==> src/rtl/fft_apb_pkg.sv <==
// Shared types and constants for the FFT subsystem APB initiator.
//   apb_state_e : initiator FSM states
//   apb_cmd_t   : host command payload {write, addr, wdata}
//   apb_rsp_t   : host response payload {rdata, error, timeout}
//   CTRL        : memory_interface control register address and bit positions
package fft_apb_pkg;

  localparam int unsigned APB_ADDR_WIDTH = 16;
  localparam int unsigned APB_DATA_WIDTH = 32;

  typedef enum logic [1:0] {
    IDLE   = 2'd0,
    SETUP  = 2'd1,
    ACCESS = 2'd2,
    RESP   = 2'd3
  } apb_state_e;

  typedef struct packed {
    logic                      write;
    logic [APB_ADDR_WIDTH-1:0] addr;
    logic [APB_DATA_WIDTH-1:0] wdata;
  } apb_cmd_t;

  typedef struct packed {
    logic [APB_DATA_WIDTH-1:0] rdata;
    logic                      error;
    logic                      timeout;
  } apb_rsp_t;

  localparam logic [APB_ADDR_WIDTH-1:0] CTRL = 16'h0000;
  localparam int unsigned CTRL_FFT_START_BIT = 0;
  localparam int unsigned CTRL_FFT_RESET_BIT = 1;

endpackage

==> src/rtl/fft_apb_master.sv <==
// APB3 initiator: converts one valid/ready host command into one APB transfer
// and returns one valid/ready response (read data, slave error, timeout).
// Ports:
//   clk_i, reset_n_i            : clock, async active-low reset
//   cmd_valid_i/cmd_ready_o     : command handshake; cmd_write_i/addr_i/wdata_i payload
//   rsp_valid_o/rsp_ready_i     : response handshake; rsp_rdata_o/error_o/timeout_o payload
//   busy_o                      : FSM not idle
//   psel_o..pwdata_o            : APB request outputs (all registered)
//   prdata_i, pready_i, pslverr_i : APB completion inputs
module fft_apb_master
  import fft_apb_pkg::*;
#(
  parameter int unsigned ADDR_WIDTH     = APB_ADDR_WIDTH,
  parameter int unsigned DATA_WIDTH     = APB_DATA_WIDTH,
  parameter int unsigned TIMEOUT_CYCLES = 16,
  parameter int unsigned TMO_CNT_WIDTH  = 8
) (
  input  logic                  clk_i,
  input  logic                  reset_n_i,
  input  logic                  cmd_valid_i,
  output logic                  cmd_ready_o,
  input  logic                  cmd_write_i,
  input  logic [ADDR_WIDTH-1:0] cmd_addr_i,
  input  logic [DATA_WIDTH-1:0] cmd_wdata_i,
  output logic                  rsp_valid_o,
  input  logic                  rsp_ready_i,
  output logic [DATA_WIDTH-1:0] rsp_rdata_o,
  output logic                  rsp_error_o,
  output logic                  rsp_timeout_o,
  output logic                  busy_o,
  output logic                  psel_o,
  output logic                  penable_o,
  output logic                  pwrite_o,
  output logic [ADDR_WIDTH-1:0] paddr_o,
  output logic [DATA_WIDTH-1:0] pwdata_o,
  input  logic [DATA_WIDTH-1:0] prdata_i,
  input  logic                  pready_i,
  input  logic                  pslverr_i
);

  localparam logic [TMO_CNT_WIDTH-1:0] TMO_LIMIT = TMO_CNT_WIDTH'(TIMEOUT_CYCLES);
  localparam logic [TMO_CNT_WIDTH-1:0] TMO_MAX   = '1;
  localparam bit                       TMO_EN    = (TIMEOUT_CYCLES != 0);

  apb_state_e               state;
  logic [TMO_CNT_WIDTH-1:0] wait_cnt;
  logic [TMO_CNT_WIDTH-1:0] wait_cnt_inc_c;

  // Saturating increment of the ACCESS wait-state counter.
  assign wait_cnt_inc_c = (wait_cnt == TMO_MAX) ? wait_cnt
                                                : wait_cnt + TMO_CNT_WIDTH'(1);

  // Single-process FSM; every output is a register so async reset clears
  // psel/penable immediately without waiting for a clock edge.
  always_ff @(posedge clk_i or negedge reset_n_i) begin
    if (!reset_n_i) begin
      state         <= IDLE;
      wait_cnt      <= '0;
      cmd_ready_o   <= 1'b1;
      rsp_valid_o   <= 1'b0;
      rsp_rdata_o   <= '0;
      rsp_error_o   <= 1'b0;
      rsp_timeout_o <= 1'b0;
      busy_o        <= 1'b0;
      psel_o        <= 1'b0;
      penable_o     <= 1'b0;
      pwrite_o      <= 1'b0;
      paddr_o       <= '0;
      pwdata_o      <= '0;
    end else begin
      case (state)
        IDLE: begin
          if (cmd_valid_i && cmd_ready_o) begin
            pwrite_o    <= cmd_write_i;
            paddr_o     <= cmd_addr_i;
            pwdata_o    <= cmd_wdata_i;
            psel_o      <= 1'b1;
            cmd_ready_o <= 1'b0;
            busy_o      <= 1'b1;
            wait_cnt    <= '0;
            state       <= SETUP;
          end
        end

        SETUP: begin
          penable_o <= 1'b1;
          state     <= ACCESS;
        end

        ACCESS: begin
          // pready is checked first so it wins over a coincident timeout.
          if (pready_i) begin
            psel_o        <= 1'b0;
            penable_o     <= 1'b0;
            rsp_valid_o   <= 1'b1;
            rsp_error_o   <= pslverr_i;
            rsp_timeout_o <= 1'b0;
            rsp_rdata_o   <= (pwrite_o || pslverr_i) ? '0 : prdata_i;
            state         <= RESP;
          end else begin
            wait_cnt <= wait_cnt_inc_c;
            if (TMO_EN && (wait_cnt_inc_c == TMO_LIMIT)) begin
              psel_o        <= 1'b0;
              penable_o     <= 1'b0;
              rsp_valid_o   <= 1'b1;
              rsp_error_o   <= 1'b1;
              rsp_timeout_o <= 1'b1;
              rsp_rdata_o   <= '0;
              state         <= RESP;
            end
          end
        end

        RESP: begin
          if (rsp_ready_i) begin
            rsp_valid_o   <= 1'b0;
            rsp_rdata_o   <= '0;
            rsp_error_o   <= 1'b0;
            rsp_timeout_o <= 1'b0;
            cmd_ready_o   <= 1'b1;
            busy_o        <= 1'b0;
            state         <= IDLE;
          end
        end

        default: begin
          psel_o      <= 1'b0;
          penable_o   <= 1'b0;
          rsp_valid_o <= 1'b0;
          cmd_ready_o <= 1'b1;
          busy_o      <= 1'b0;
          state       <= IDLE;
        end
      endcase
    end
  end

endmodule
==> config.mk <==
export PLATFORM = sky130hd
export DESIGN_NAME = fft_apb_master
export DESIGN_NICKNAME = d
export VERILOG_FILES = /design/src/rtl/fft_apb_pkg.sv /design/src/rtl/fft_apb_master.sv
export SDC_FILE = /design/constraint.sdc
export NUM_CORES = 1
export LEC_CHECK = 0
export CAP_MARGIN = 15
export CORE_MARGIN = 2
export CORE_UTILIZATION = 44
export CTS_BUF_LIST = sky130_fd_sc_hd__clkbuf_4 sky130_fd_sc_hd__clkbuf_8
export CTS_CLUSTER_SIZE = 16
export DETAILED_ROUTE_END_ITERATION = 8
export PLACE_DENSITY = 0.85
export SYNTH_ARGS = -nofsm -noshare
export SYNTH_HDL_FRONTEND = slang
export SYNTH_SLANG_ARGS = --single-unit
==> constraint.sdc <==
create_clock -name clk_i -period 3 [get_ports clk_i]
set_clock_uncertainty 0.05 [all_clocks]
set_input_delay 0.75 -clock clk_i [delete_from_list [all_inputs] [get_ports clk_i]]
set_output_delay 0.75 -clock clk_i [all_outputs]
set_load 0.05 [all_outputs]
==> impl_metrics.csv <==
group,metric,value,unit
synth,synth-edff-count,0,
cts,clk_pin_slew,0.09,ns
cells_and_area,drive_above_1_share,7.51,%
timing,drv_slew,0,
routing,wl_per_cell,15.8,um
placement,hpwlAfterDp,8140,um
synth,synth_area,0.00408,mm^2
timing,hold_violations,0,
power_and_ir_drop,peakVddDrop,0.000544,V
cells_and_area,areaGrowthSynthToFinish,50.0,%
die,std_cell_rows,35,
die,initial_core_util,44.8,%
routing,drt_wl_total,11000,um
cts,cts_resized,0,
critical_path,critPathLaunch,"cmd_ready_o",
synth,ys_seq_area_share,60.2,%
critical_path,crit_path_max_fanout,6,
critical_path,rr_startpoint,"wait_cnt[0]",
power_and_ir_drop,pwr-share-clk,11.1,%
cts,clk-insertion-delay-late,0.35,ns
routing,routed_via_density,5.26,
power_and_ir_drop,power_density,1160,mW/mm^2
worst_hold_path,hp-class,"in -> async",
cells_and_area,layout_common_cells,"clkdlybuf4s50_1, nand2_1, dfrtp_1",
run_status,status,"completed",
timing,period_share,86.5,%
critical_path,cp_top_family,"buffers and inverters",
timing,whs,0.339,ns
critical_path,worstPathArrival,1.80,ns
cells_and_area,diodes,0,
cells_and_area,final_common_cell,"clkdlybuf4s50_1",
power_and_ir_drop,power.leakage,2.85,nW
cts,h-tree-depth,3,
die,die_area,0.0101,mm^2
cells_and_area,final_cells,697,
synth,synth_nets,498,
routing,vias,3664,
timing,fmax,385,MHz
cts,clock-sinks,98,
routing,drc,0,
placement,place_inst,681,
global_route,antenna_found_initial,0,
synth,synth-main-ff-cell,"dfrtp_1",
critical_path,cpPeakStageDelay,0.85,ns
synth,avgSynthCellArea,10.0,um^2
die,chipHeight,100,um
die,ios,175,
placement,place_congestion,0.822,
placement,port_buffers,174,
cts,postCtsSetupRepairBufs,0,
cts,cts_hold_buffers,0,
routing,drtIter0Drc,115,
synth,ys_types,44,
global_route,grt_pass1_vias,3742,
routing,first_pass_iters,5,
placement,placed_area,0.00593,mm^2
cts,cts_inserted_buffers,9,
cells_and_area,layout.nets,672,
flow_run,cap_viol_max_count,0,
die,core-area,0.00911,mm^2
timing,fin_tns_setup,0,ns
timing,rsz0062_at_grt,"false",
critical_path,cp_slowest_cell,"clkdlybuf4s50_1",
critical_path,path_class,"reg -> out",
timing,relSlewSlack,54.3,%
power_and_ir_drop,p_int,3.59,mW
critical_path,crit_buf_inv,1,
global_route,grt_pass1_wl,17800,um
power_and_ir_drop,p_seq_share,31.0,%
critical_path,endpoint_kind,"primary output",
power_and_ir_drop,combinationalPowerShare,57.9,%
cts,cts_max_path_buffers,2,
synth,netlist_instances,407,
synth,ys_async_sr_fraction,100,%
synth,yosysWarningCount,0,
cells_and_area,final_cell_area,0.00612,mm^2
synth,ys_ff_latch,98,
global_route,grt_max_degree,49,
critical_path,critPathRequiredTime,2.20,ns
timing,setup_violations,0,
critical_path,startpoint_type,"register",
critical_path,path_cells,"clkdlybuf4s50_1",
power_and_ir_drop,switching_share,49.5,%
cts,clockRootBuffer,"clkbuf_8",
global_route,grt-ovfl-total,0,
timing,period_minus_slack,2.60,ns
cts,cts_tree,"done",
routing,antenna_left,0,
global_route,grtUsageTotal,22.2,%
power_and_ir_drop,power.net_switching,3.52,mW
die,die_x,100,um
timing,worst_pin_slew,0.682,ns
-- worst paths after layout --
| kind | endpoint | slack [ns] | cells after the start |
|---|---|---|---|
| setup / recovery | cmd_ready_o | 0.40 | 1 |
| hold / removal | pwdata_o[17] | 0.34 | 1 |
| setup reg to reg | rsp_rdata_o[20] | 0.62 | 7 |
| hold reg to reg | paddr_o[4] | 0.43 | 2 |
| max in group asynchronous | pwdata_o[2] | 1.92 | 2 |
| min in group clk_i | paddr_o[4] | 0.43 | 2 |
-- synth_stat cells, drive strengths merged, types with 2 or more instances --
master,instances,area [um^2]
o21ai,13,80.1
inv,6,22.5
nor3,2,10.0
dfrtp,97,2430
nand4,2,12.5
or2b,2,16.3
a21oi,14,70.1
o31ai,2,15.0
a22o,34,302
and3,3,20.0
ha,4,50.1
nor2,15,56.3
nand2,164,616
buf,10,81.3
a31oi,2,12.5
nand3,5,30.0
clkbuf,11,41.3
and2,2,13.8
o2bb2ai,4,35.0
-- final cells by class --
type,count,area [um^2]
clock buffers,11,145
clock inverters,5,37.5
fillers,714,2990
inverters,6,22.5
multi-input cells,282,1490
flip-flops and latches,98,2450
well taps,111,139
repair buffers,184,1830
-- flip-flops by register name (all words and copies together), names as in the netlist, 2 cells and up --
name / cells
state: 2
paddr_o: 16
rsp_rdata_o: 32
pwdata_o: 32
wait_cnt: 8
-- cells by family after synthesis --
kind of cell / after synthesis / share of synthesized area, %
buf+inv: 27 / 3.56
fa+ha+maj: 4 / 1.23
xor+xnor: 1 / 0.215
compound gates: 76 / 14.5
simple gates: 200 / 20.0
flops: 98 / 60.2
mux: 1 / 0.276
-- routing by layer --
metal / up-vias / track usage, % / routed length (um)
met3: 27 / 5.08 / 765
met2: 159 / 36.3 / 5440
met4: 0 / 11.5 / 354
li1: 1707 / - / -
met1: 1771 / 27.5 / 4460
met5: - / 0 / 0
-- worst reg2reg max path, delay by kind of cell, from the launching register on --
kind                     cells  cell delay, ns
AND/OR/NAND/NOR              1            0.15
AO/OA/AOI/OAI                3            0.84
adder cells (fa/ha/maj)      1            0.31
flip-flops                   1            0.53
XOR/XNOR                     1            0.18
buffers and inverters        1            0.23
-- metrics by stage --
step | worst slack [ns] | util [%] | power (mW)
global placement | 0.513 | 65.2 | 6.24
floorplan | 0.907 | - | 4.88
detailed placement | 0.403 | 65.2 | 6.35
global route | 0.357 | 67.2 | 7.47
finish | 0.405 | 67.2 | 7.11
CTS | 0.388 | 67.2 | 7.16
-- power by group through the flow --
stage,combinational [mW],sequential [mW],clock [mW]
5_1_grt,4.33,2.28,0.865
4_1_cts,4.14,2.21,0.812
3_5_place_dp,4.13,2.23,0
2_1_floorplan,0.872,4.01,0
3_3_place_gp,4.04,2.20,0
6_report,4.12,2.20,0.790
Note: power is estimated with default switching activity, not from simulation.
